### src/rtl/pipe_ctrl_pkg.sv
// Shared definitions for the pipeline hazard/redirect controller: cause codes,
// default fence drain depth, FSM state type and the trap-target selector.
package pipe_ctrl_pkg;

  localparam int unsigned FENCE_DEPTH_DEFAULT = 3;

  localparam logic [63:0] CAUSE_BREAKPOINT   = 64'd3;
  localparam logic [63:0] CAUSE_ECALL_FROM_U = 64'd8;
  localparam logic [63:0] CAUSE_ECALL_FROM_S = 64'd9;
  localparam logic [63:0] CAUSE_ECALL_FROM_M = 64'd11;
  // xRET is routed through the trap path with private codes outside the mcause range.
  localparam logic [63:0] CAUSE_MRET         = 64'h0000_0000_0000_0100;
  localparam logic [63:0] CAUSE_SRET         = 64'h0000_0000_0000_0101;

  typedef enum logic [1:0] {
    StRun   = 2'd0,
    StBusy  = 2'd1,
    StFence = 2'd2,
    StTrap  = 2'd3
  } ctrl_state_e;

  function automatic logic [63:0] trap_target(input logic [63:0] cause,
                                              input logic [63:0] mtvec,
                                              input logic [63:0] mepc,
                                              input logic [63:0] sepc);
    logic [63:0] tgt;
    if (cause == CAUSE_MRET) begin
      tgt = mepc;
    end else if (cause == CAUSE_SRET) begin
      tgt = sepc;
    end else begin
      tgt = mtvec;
    end
    return tgt;
  endfunction

endpackage

### src/rtl/drain_counter.sv
// Down-counter used to time the fence drain: load, decrement (saturating at 0), clear.
module drain_counter #(
  parameter int unsigned Width = 2
) (
  input  logic             clk,
  input  logic             rst_n,
  input  logic             clr_i,
  input  logic             load_i,
  input  logic [Width-1:0] load_val_i,
  input  logic             dec_i,
  output logic             zero_o
);

  logic [Width-1:0] cnt_q, cnt_d;

  always_comb begin
    cnt_d = cnt_q;
    if (clr_i) begin
      cnt_d = '0;
    end else if (load_i) begin
      cnt_d = load_val_i;
    end else if (dec_i && (cnt_q != '0)) begin
      cnt_d = cnt_q - 1'b1;
    end
  end

  // Flags the value after this cycle's update, so the owner can leave on the last decrement.
  assign zero_o = (cnt_d == '0);

  always_ff @(posedge clk or negedge rst_n) begin
    if (!rst_n) begin
      cnt_q <= '0;
    end else begin
      cnt_q <= cnt_d;
    end
  end

endmodule

### src/rtl/pipe_ctrl.sv
// Pipeline control: stalls, bubbles, flushes and PC redirects for load-use, branches,
// multi-cycle EX ops, fences and traps.
module pipe_ctrl
  import pipe_ctrl_pkg::*;
#(
  parameter int unsigned FENCE_DEPTH = FENCE_DEPTH_DEFAULT
) (
  input  logic        clk,
  input  logic        rst_n,
  input  logic        load_use_i,
  input  logic        branch_flush_i,
  input  logic [63:0] branch_target_i,
  input  logic        fence_i,
  input  logic        exception_i,
  input  logic [63:0] cause_i,
  input  logic [63:0] pc_i,
  input  logic [63:0] mtvec_i,
  input  logic [63:0] mepc_i,
  input  logic [63:0] sepc_i,
  input  logic        ex_busy_i,
  output logic        stall_if_o,
  output logic        stall_id_o,
  output logic        stall_ex_o,
  output logic        bubble_ex_o,
  output logic        flush_if_o,
  output logic        flush_all_o,
  output logic        redirect_o,
  output logic [63:0] redirect_pc_o,
  output logic [63:0] epc_o,
  output logic [63:0] stall_cnt_o
);

  localparam int unsigned CntW = (FENCE_DEPTH < 1) ? 1 : $clog2(FENCE_DEPTH + 1);

  ctrl_state_e state_q, state_d;
  logic [63:0] target_q, target_d;
  logic [63:0] epc_q, epc_d;
  logic [63:0] stall_cnt_q, stall_cnt_d;

  logic stall_if, stall_id, stall_ex, bubble_ex, flush_if, flush_all, redirect, branch_sel;
  logic cnt_load, cnt_dec, cnt_clr, cnt_zero, latch_trap;

  drain_counter #(
    .Width (CntW)
  ) u_drain_counter (
    .clk        (clk),
    .rst_n      (rst_n),
    .clr_i      (cnt_clr),
    .load_i     (cnt_load),
    .load_val_i (CntW'(FENCE_DEPTH)),
    .dec_i      (cnt_dec),
    .zero_o     (cnt_zero)
  );

  always_comb begin
    state_d    = state_q;
    stall_if   = 1'b0;
    stall_id   = 1'b0;
    stall_ex   = 1'b0;
    bubble_ex  = 1'b0;
    flush_if   = 1'b0;
    flush_all  = 1'b0;
    redirect   = 1'b0;
    branch_sel = 1'b0;
    cnt_load   = 1'b0;
    cnt_dec    = 1'b0;
    cnt_clr    = 1'b0;
    latch_trap = 1'b0;

    unique case (state_q)
      StRun, StBusy, StFence: begin
        if (exception_i) begin
          // Any in-flight busy wait or fence drain is abandoned in favour of the trap.
          flush_all  = 1'b1;
          latch_trap = 1'b1;
          cnt_clr    = 1'b1;
          state_d    = StTrap;
        end else if (state_q == StFence) begin
          stall_if  = 1'b1;
          stall_id  = 1'b1;
          bubble_ex = 1'b1;
          cnt_dec   = 1'b1;
          if (cnt_zero) begin
            state_d = StRun;
          end
        end else if (state_q == StBusy) begin
          if (ex_busy_i) begin
            stall_if = 1'b1;
            stall_id = 1'b1;
            stall_ex = 1'b1;
          end else begin
            state_d = StRun;
          end
        end else if (ex_busy_i) begin
          stall_if = 1'b1;
          stall_id = 1'b1;
          stall_ex = 1'b1;
          state_d  = StBusy;
        end else if (fence_i) begin
          cnt_load = 1'b1;
          if (FENCE_DEPTH != 0) begin
            state_d = StFence;
          end
        end else if (load_use_i) begin
          stall_if  = 1'b1;
          stall_id  = 1'b1;
          bubble_ex = 1'b1;
        end else if (branch_flush_i) begin
          flush_if   = 1'b1;
          redirect   = 1'b1;
          branch_sel = 1'b1;
        end
      end
      StTrap: begin
        redirect  = 1'b1;
        flush_all = 1'b1;
        state_d   = StRun;
      end
      default: state_d = StRun;
    endcase
  end

  always_comb begin
    target_d    = target_q;
    epc_d       = epc_q;
    stall_cnt_d = stall_cnt_q;
    if (latch_trap) begin
      target_d = trap_target(cause_i, mtvec_i, mepc_i, sepc_i);
      epc_d    = pc_i;
    end
    if (stall_if && (stall_cnt_q != '1)) begin
      stall_cnt_d = stall_cnt_q + 64'd1;
    end
  end

  always_ff @(posedge clk or negedge rst_n) begin
    if (!rst_n) begin
      state_q     <= StRun;
      target_q    <= '0;
      epc_q       <= '0;
      stall_cnt_q <= '0;
    end else begin
      state_q     <= state_d;
      target_q    <= target_d;
      epc_q       <= epc_d;
      stall_cnt_q <= stall_cnt_d;
    end
  end

  // RUN decodes straight from inputs, so outputs are masked while reset is held.
  assign stall_if_o    = rst_n & stall_if;
  assign stall_id_o    = rst_n & stall_id;
  assign stall_ex_o    = rst_n & stall_ex;
  assign bubble_ex_o   = rst_n & bubble_ex;
  assign flush_if_o    = rst_n & flush_if;
  assign flush_all_o   = rst_n & flush_all;
  assign redirect_o    = rst_n & redirect;
  assign redirect_pc_o = (rst_n && branch_sel) ? branch_target_i : target_q;
  assign epc_o         = epc_q;
  assign stall_cnt_o   = stall_cnt_q;

endmodule
### config.mk
export PLATFORM = sky130hd
export DESIGN_NAME = pipe_ctrl
export DESIGN_NICKNAME = d
export VERILOG_FILES = /design/src/rtl/pipe_ctrl_pkg.sv /design/src/rtl/drain_counter.sv /design/src/rtl/pipe_ctrl.sv
export SDC_FILE = /design/constraint.sdc
export NUM_CORES = 1
export LEC_CHECK = 0
export BUFFER_PORTS_ARGS = -buffer_cell sky130_fd_sc_hd__clkbuf_2
export CORE_AREA = 2 2 233 235
export CTS_BUF_LIST = sky130_fd_sc_hd__clkbuf_8 sky130_fd_sc_hd__clkbuf_16
export CTS_CLUSTER_DIAMETER = 60
export DETAILED_ROUTE_END_ITERATION = 6
export DIE_AREA = 0 0 235 237
export PLACE_DENSITY = 0.53
export SYNTH_ARGS = -nofsm -noshare
export SYNTH_HDL_FRONTEND = slang
export SYNTH_HIERARCHICAL = 1
export SYNTH_SLANG_ARGS = --single-unit
### constraint.sdc
create_clock -name clk -period 2.5 [get_ports clk]
set_input_delay 0.375 -clock clk [delete_from_list [all_inputs] [get_ports clk]]
set_output_delay 0.375 -clock clk [all_outputs]
set_load 0.005 [all_outputs]
==> flow_summary.ini, run 1 <==
[run_status]
violations_in_the_final_reports = negative setup slack
status = finished with violations

[die]
dieArea_um2 = 55700
row_count = 85
starting_density_pct = 19.4
boundaryPins = 590
die_w_um = 235
area_inside_the_core_boundary_um2 = 53300
chipHeight_um = 237

[logic_synthesis]
yosys.area_share.adder_pct = 0.243
synth_edf_count = 0
dominant_combinational_cell_family_by_area_after_synthesis = simple AND/OR/NAND/NOR gates
synthCells = 1143
synth_area_um2 = 10300
synth_top_cells_by_count = 351 x nand2_1, 196 x dfrtp_1, 117 x o21ai_0
synthDominantCellAreaShare_pct = 47.5
synth_compound_area_share_pct = 7.15
synthSimpleGateAreaFrac_pct = 23.4
dominantRegCellSynth = dfrtp_1
synth.ff_latch_count = 196
ys_types = 48
yosys_warns = 6
yosys-mux-area-fraction_pct = 13.3
synth-async-reset-ratio_pct = 100
synth.largest_area_cell = dfrtp_1
syn_avg_cell_area_um2 = 9.03
post_synth_xor_area_fraction_pct = 5.26
ys_top_cells_by_area = dfrtp_1 48%, nand2_1 13%, mux2_2 7.0%
yosysSeqAreaShare_pct = 47.5
most_frequently_used_cell_type_in_the_post_synthesis_netlist = nand2_1

[sta]
finalMaxSlewViolations = 0
final_critical_path_setup_slack_ns = -0.184
clock_skew_ns = 0.0119
rsz0062_at_grt = yes
final.min_clock_period_ns = 2.68
clock.fmax_mhz = 373
min_period_over_period_pct = 107
hold-worst-slack_ns = 0.0710
finalSetupViolCount = 64
max_slew_margin_pct = 31.3
worst-slew-pin-transition_ns = 1.03
final_hold_viol_count = 0

[clock_network]
tritoncts.num_buffers = 17
clock-sinks = 196
cts_root_buf = clkbuf_16
max-clock-path-buffers = 2
htree_levels = 4
cts_tree = done
cts.reportedPaths.clkPinSlew_ns = 0.08
worst_skew_pair.late_latency_ns = 0.49

[detailed_routing]
dr_wl_met3_mm = 4.66
top_layer_used = met5
first_iteration_detailed_routing_drc_count = 549
drt-met1-wl_mm = 21.4
drtPass1Iterations = 5
detailroute.via_count = 10800
detail_route.vias_per_cell = 4.36
totalWireLength_mm = 49.7
post_drt_wl_per_cell_um = 20.1
postRouteAntennaNets = 0
remaining_drc_errors = 0
routed-wl-met2_mm = 22.8

[global_route]
grt_antenna_before_repair = 26
grt_start_max_net_pins = 118
grt_first_pass_wirelength_mm = 71.6
grt_usage_pct = 17.6
number_of_global_route_vias_before_repair = 10900
grt.overflow.total = 0

[place]
dp_slack_ns = 0.118
place.port_buffers = 589
dp_wirelength_mm = 39.3
dp.cells = 2421
place.gp.congestion = 0.959

[finish]
finish.utilization_pct = 29.4
nNetsFinal = 2154
seqCellArea_um2 = 4910
areaGrowthSynthToFinish_pct = 51.7
final_cells = 2480
fill_cells = 5748
multi_input_area_um2 = 5310
drive_gt1_share_pct = 44.0

[power]
p_leak_nw = 8.11
peakVddDrop_mv = 0.503
p_per_area_nw_per_um2 = 606

[critical_path]
critPathMaxFanout = 8
critPathCaptureType = primary output
crit_arrival_ns = 2.31
cp_data_required_time_ns = 2.12
setup_crit_path_kind = register to primary output
setup.worst_path.start_class = register

[hold_path]
timing.hold.worst.class = input pin to register

[flow_run]
max-cap-violations = 0
worst paths after layout:
path	startpoint	to	slack, ns	depth (start not counted)
worst max-delay path	state_q[1]$_DFFE_PN0P_	redirect_pc_o[29]	-0.18	8
worst min-delay path	pc_i[52]	epc_o[52]$_DFFE_PN0P_	0.07	3
min in group asynchronous	rst_n	stall_cnt_o[50]$_DFFE_PN0P_	0.15	2
max in group asynchronous	rst_n	epc_o[32]$_DFFE_PN0P_	1.15	3
worst min register to register	target_q[49]$_DFFE_PN0P_	target_q[49]$_DFFE_PN0P_	0.48	2
worst max register to register	stall_cnt_o[1]$_DFFE_PN0P_	stall_cnt_o[56]$_DFFE_PN0P_	0.18	7
worst max-delay path: stages, from the launching register on:
cell       delay, ns
dfrtp_2         0.43
nor2_4          0.12
nand3b_1        0.09
nor4_2          0.16
clkbuf_8        0.26
buf_4           0.14
clkbuf_16       0.16
mux2_2          0.34
clkbuf_2        0.12
metrics by stage:
step	cell area, um^2	power, mW	setup TNS, ns
2_1_floorplan	10300	5.00	0
3_3_place_gp	14500	6.40	0
3_5_place_dp	14500	6.44	0
4_1_cts	15500	9.61	-14.29
5_1_grt	15600	10.0	-15.45
6_report	15700	9.48	-7.86
power breakdown:
part / total (mW) / internal, mW / switching [mW]
registers: 4.05 / 3.67 / 0.385
logic: 2.46 / 1.24 / 1.22
clock network: 2.97 / 1.53 / 1.44
what timing repair did:
item | in CTS | in global routing
setup buffers | 7 | 6
setup endpoints to repair | 65 | 74
hold buffers | 2 | 0
pin swaps | 0 | 0
gates cloned | 4 | 2
gates resized for setup | 50 | 36
endpoints found under the hold margin | 2 | 0
layer usage:
layer | vias up | GRT usage (%)
met1 | 5162 | 22.9
met3 | 46 | 5.65
met5 | - | 0
met4 | 16 | 5.39
li1 | 5140 | -
met2 | 455 | 27.8
cells by family (layout without fill, tap and decap cells):
family / count (synthesis) / count (layout)
AOI/OAI and AO/OA: 139 / 139
xor gates and xnor gates: 62 / 62
adders and majority gates: 2 / 2
buffers and inverters: 80 / 710
DFF: 196 / 196
muxes: 129 / 129
other: 1 / 12
and+or+nand+nor: 534 / 534
layout make-up:
| cell class | count | area share, % |
|---|---|---|
| flip-flops and latches | 196 | 31.3 |
| inverters | 11 | 0.264 |
| well taps | 696 | 5.56 |
| repair buffers | 667 | 24.9 |
| diodes | 10 | 0.160 |
| clock buffers | 18 | 2.81 |
| multi-input cells | 868 | 33.9 |
| clock inverters | 14 | 1.08 |
sequential cells by signal, summed over array words and instances, names as in the netlist:
signal / cells
epc_o: 64
stall_cnt_o: 64
state_q: 2
target_q: 64
u_drain_counter/cnt_q: 2
placed cells by master, fill, tap and decap left out, types with 11 or more instances in the layout:
cell type  count
o21ai_1       11
nand4_1       24
dfrtp_1      195
buf_12        14
o21ai_0      117
mux2_4        45
clkbuf_16     19
xor2_1        36
xnor2_1       26
buf_4         53
mux2_2        19
nand2_1      350
nor4_1        32
nor3_1        23
nand3_1       32
mux2i_1       64
clkbuf_2     579
nor2_1        20
(Power assumes the default switching activity.)
==> run 2, diff against run 1 <==
--- a/config.mk
+++ b/config.mk
@@ -6,13 +6,12 @@
 export NUM_CORES = 1
 export LEC_CHECK = 0
 export BUFFER_PORTS_ARGS = -buffer_cell sky130_fd_sc_hd__clkbuf_2
-export CORE_AREA = 2 2 233 235
+export CORE_AREA = 2 2 232 234
 export CTS_BUF_LIST = sky130_fd_sc_hd__clkbuf_8 sky130_fd_sc_hd__clkbuf_16
 export CTS_CLUSTER_DIAMETER = 60
 export DETAILED_ROUTE_END_ITERATION = 6
-export DIE_AREA = 0 0 235 237
+export DIE_AREA = 0 0 234 236
 export PLACE_DENSITY = 0.53
 export SYNTH_ARGS = -nofsm -noshare
 export SYNTH_HDL_FRONTEND = slang
-export SYNTH_HIERARCHICAL = 1
 export SYNTH_SLANG_ARGS = --single-unit
==> flow_summary.ini, run 2 <==
[logic_synthesis]
dominantRegCellSynth = dfrtp_1
synth_area_um2 = 10300
synth-async-reset-ratio_pct = 100
yosysSeqAreaShare_pct = 47.6
synth.largest_area_cell = dfrtp_1
synthDominantCellAreaShare_pct = 47.6
ys_types = 41
ys_top_cells_by_area = dfrtp_1 48%, nand2_1 13%, mux2_2 7.0%
synth.ff_latch_count = 196
syn_nets = 1532
synth_edf_count = 0
synthCells = 1139
yosys_warns = 0
syn_avg_cell_area_um2 = 9.04
synth_top_cells_by_count = 359 x nand2_1, 196 x dfrtp_1, 132 x o21ai_0
most_frequently_used_cell_type_in_the_post_synthesis_netlist = nand2_1

[sta]
max_slew_margin_pct = 39.3
clock.fmax_mhz = 394
rsz0062_at_grt = yes
worst-slew-pin-transition_ns = 0.903
finalMaxSlewViolations = 0
finalSetupTns_ns = -0.408
final_hold_viol_count = 0
clock_skew_ns = 0.0220
final.min_clock_period_ns = 2.54
final_critical_path_setup_slack_ns = -0.0368
finalSetupViolCount = 35
min_period_over_period_pct = 101
hold-worst-slack_ns = 0.0392

[critical_path]
critPathMaxFanout = 5
setup_crit_path_kind = register to primary output
cp_data_required_time_ns = 2.12
ff2ff_setup_slack_ns = 0.15
setup.worst_path.start_class = register
crit_arrival_ns = 2.16
cp-endpoint = redirect_pc_o[18]
reg2regPathDepth = 7
crit_path_launch = state_q[0]$_DFFE_PN0P_
reg2reg_from = stall_cnt_o[58]$_DFFE_PN0P_
critPathCaptureType = primary output
critical_path.reg2reg.endpoint = stall_cnt_o[4]$_DFFE_PN0P_

[die]
boundaryPins = 590
chipHeight_um = 236
row_count = 85
starting_density_pct = 19.4
area_inside_the_core_boundary_um2 = 53100
die_w_um = 234
dieArea_um2 = 55200

[power]
peakVddDrop_mv = 0.451
p_per_area_nw_per_um2 = 753
p_leak_nw = 8.14

[global_route]
grt_usage_pct = 15.7
number_of_global_route_vias_before_repair = 10900
grt_start_max_net_pins = 120
grt_antenna_before_repair = 6
grt_first_pass_wirelength_mm = 64.6
grt.overflow.total = 0

[detailed_routing]
totalWireLength_mm = 43.9
first_iteration_detailed_routing_drc_count = 589
drtPass1Iterations = 5
postRouteAntennaNets = 0
post_drt_wl_per_cell_um = 17.9
detail_route.vias_per_cell = 4.37
detailroute.via_count = 10700
remaining_drc_errors = 0

[finish]
mostFrequentLayoutCells = 560 x clkbuf_2, 293 x nand2_1, 196 x dfrtp_1, 132 x o21ai_0
nNetsFinal = 2143
drive_gt1_share_pct = 47.4
mostFrequentLayoutCell = clkbuf_2
final_cells = 2460
finish.instance_area_um2 = 15700
areaGrowthSynthToFinish_pct = 52.6
fill_cells = 5661

[place]
detailed_place.area_um2 = 14400
dp.cells = 2407
dp_wirelength_mm = 33.7
place.gp.congestion = 0.939
place.port_buffers = 589
dp_slack_ns = -0.102

[clock_network]
tritoncts.num_buffers = 17
clock-sinks = 196
htree_levels = 4
max-clock-path-buffers = 2
cts_root_buf = clkbuf_16
worst_skew_pair.late_latency_ns = 0.48
cts_tree = done
cts.reportedPaths.clkPinSlew_ns = 0.09

[run_status]
violations_in_the_final_reports = negative setup slack
status = finished with violations

[flow_run]
max-cap-violations = 0

[hold_path]
timing.hold.worst.class = input pin to asynchronous set/reset pin
## run 2: kinds of logic after synthesis
| logic type | after synthesis | share of synthesized area, % |
|---|---|---|
| mux | 128 | 13.2 |
| compound gates | 147 | 7.62 |
| flops | 196 | 47.6 |
| xor+xnor | 63 | 5.36 |
| simple gates | 527 | 22.9 |
| fa+ha+maj | 2 | 0.243 |
| buf+inv | 76 | 3.04 |
## run 2: power breakdown
part | leakage (nW) | internal (mW) | switching (mW)
clock | 0.295 | 1.44 | 1.49
sequential | 2.46 | 4.15 | 0.607
combinational | 5.39 | 2.06 | 2.09
## run 2: critical path: stages (launching register included)
cell and delay [ns]:
dfrtp_1 0.39, buf_6 0.13, nor4b_4 0.22, and4_4 0.26, buf_6 0.12, buf_8 0.12
buf_12 0.10, buf_16 0.11, nand2_2 0.04, nand2_1 0.05, clkbuf_2 0.11
## run 2: layout make-up
type                       instances  area, um^2  area share [%]
sequential                       196        4900            31.2
timing repair buffer             660        3920            24.9
antenna                            1        2.50          0.0159
multi-input combinational        867        5390            34.3
clock inverter                    15         185            1.18
inverter                           8        30.0           0.191
tap                              696         871            5.54
clock buffer                      17         425            2.71
## run 2: how the worst min path moves through the flow
stage / slack, ns / endpoint / cells past startpoint
global route: 0.03 / stall_cnt_o[42]$_DFFE_PN0P_ / 2
global placement: 0.23 / stall_cnt_o[63]$_DFFE_PN0P_ / 1
CTS: 0.06 / stall_cnt_o[18]$_DFFE_PN0P_ / 2
floorplan: 0.08 / epc_o[0]$_DFFE_PN0P_ / 0
detailed placement: 0.23 / stall_cnt_o[37]$_DFFE_PN0P_ / 1
finish: 0.04 / state_q[1]$_DFFE_PN0P_ / 2
## run 2: layer usage
metal / wire, um / GRT usage [%]
met1: 17900 / 18.8
met2: 22100 / 26.8
met3: 2380 / 3.28
met4: 1570 / 6.62
met5: 11 / 0
## run 2: stage by stage
step           util, %  power [mW]
2_1_floorplan        -        6.56
3_3_place_gp      27.1        8.72
3_5_place_dp      27.1        8.80
4_1_cts           29.2        11.9
5_1_grt           29.6        12.6
6_report          29.6        11.8
## run 2: repair_timing
item / in CTS / in global routing
cloned: 9 / 1
hold endpoints to repair: 11 / 0
hold buffers: 1 / 0
setup endpoints to repair: 65 / 69
resized for setup: 57 / 88
pin swaps: 49 / 18
buffers inserted: 11 / 0
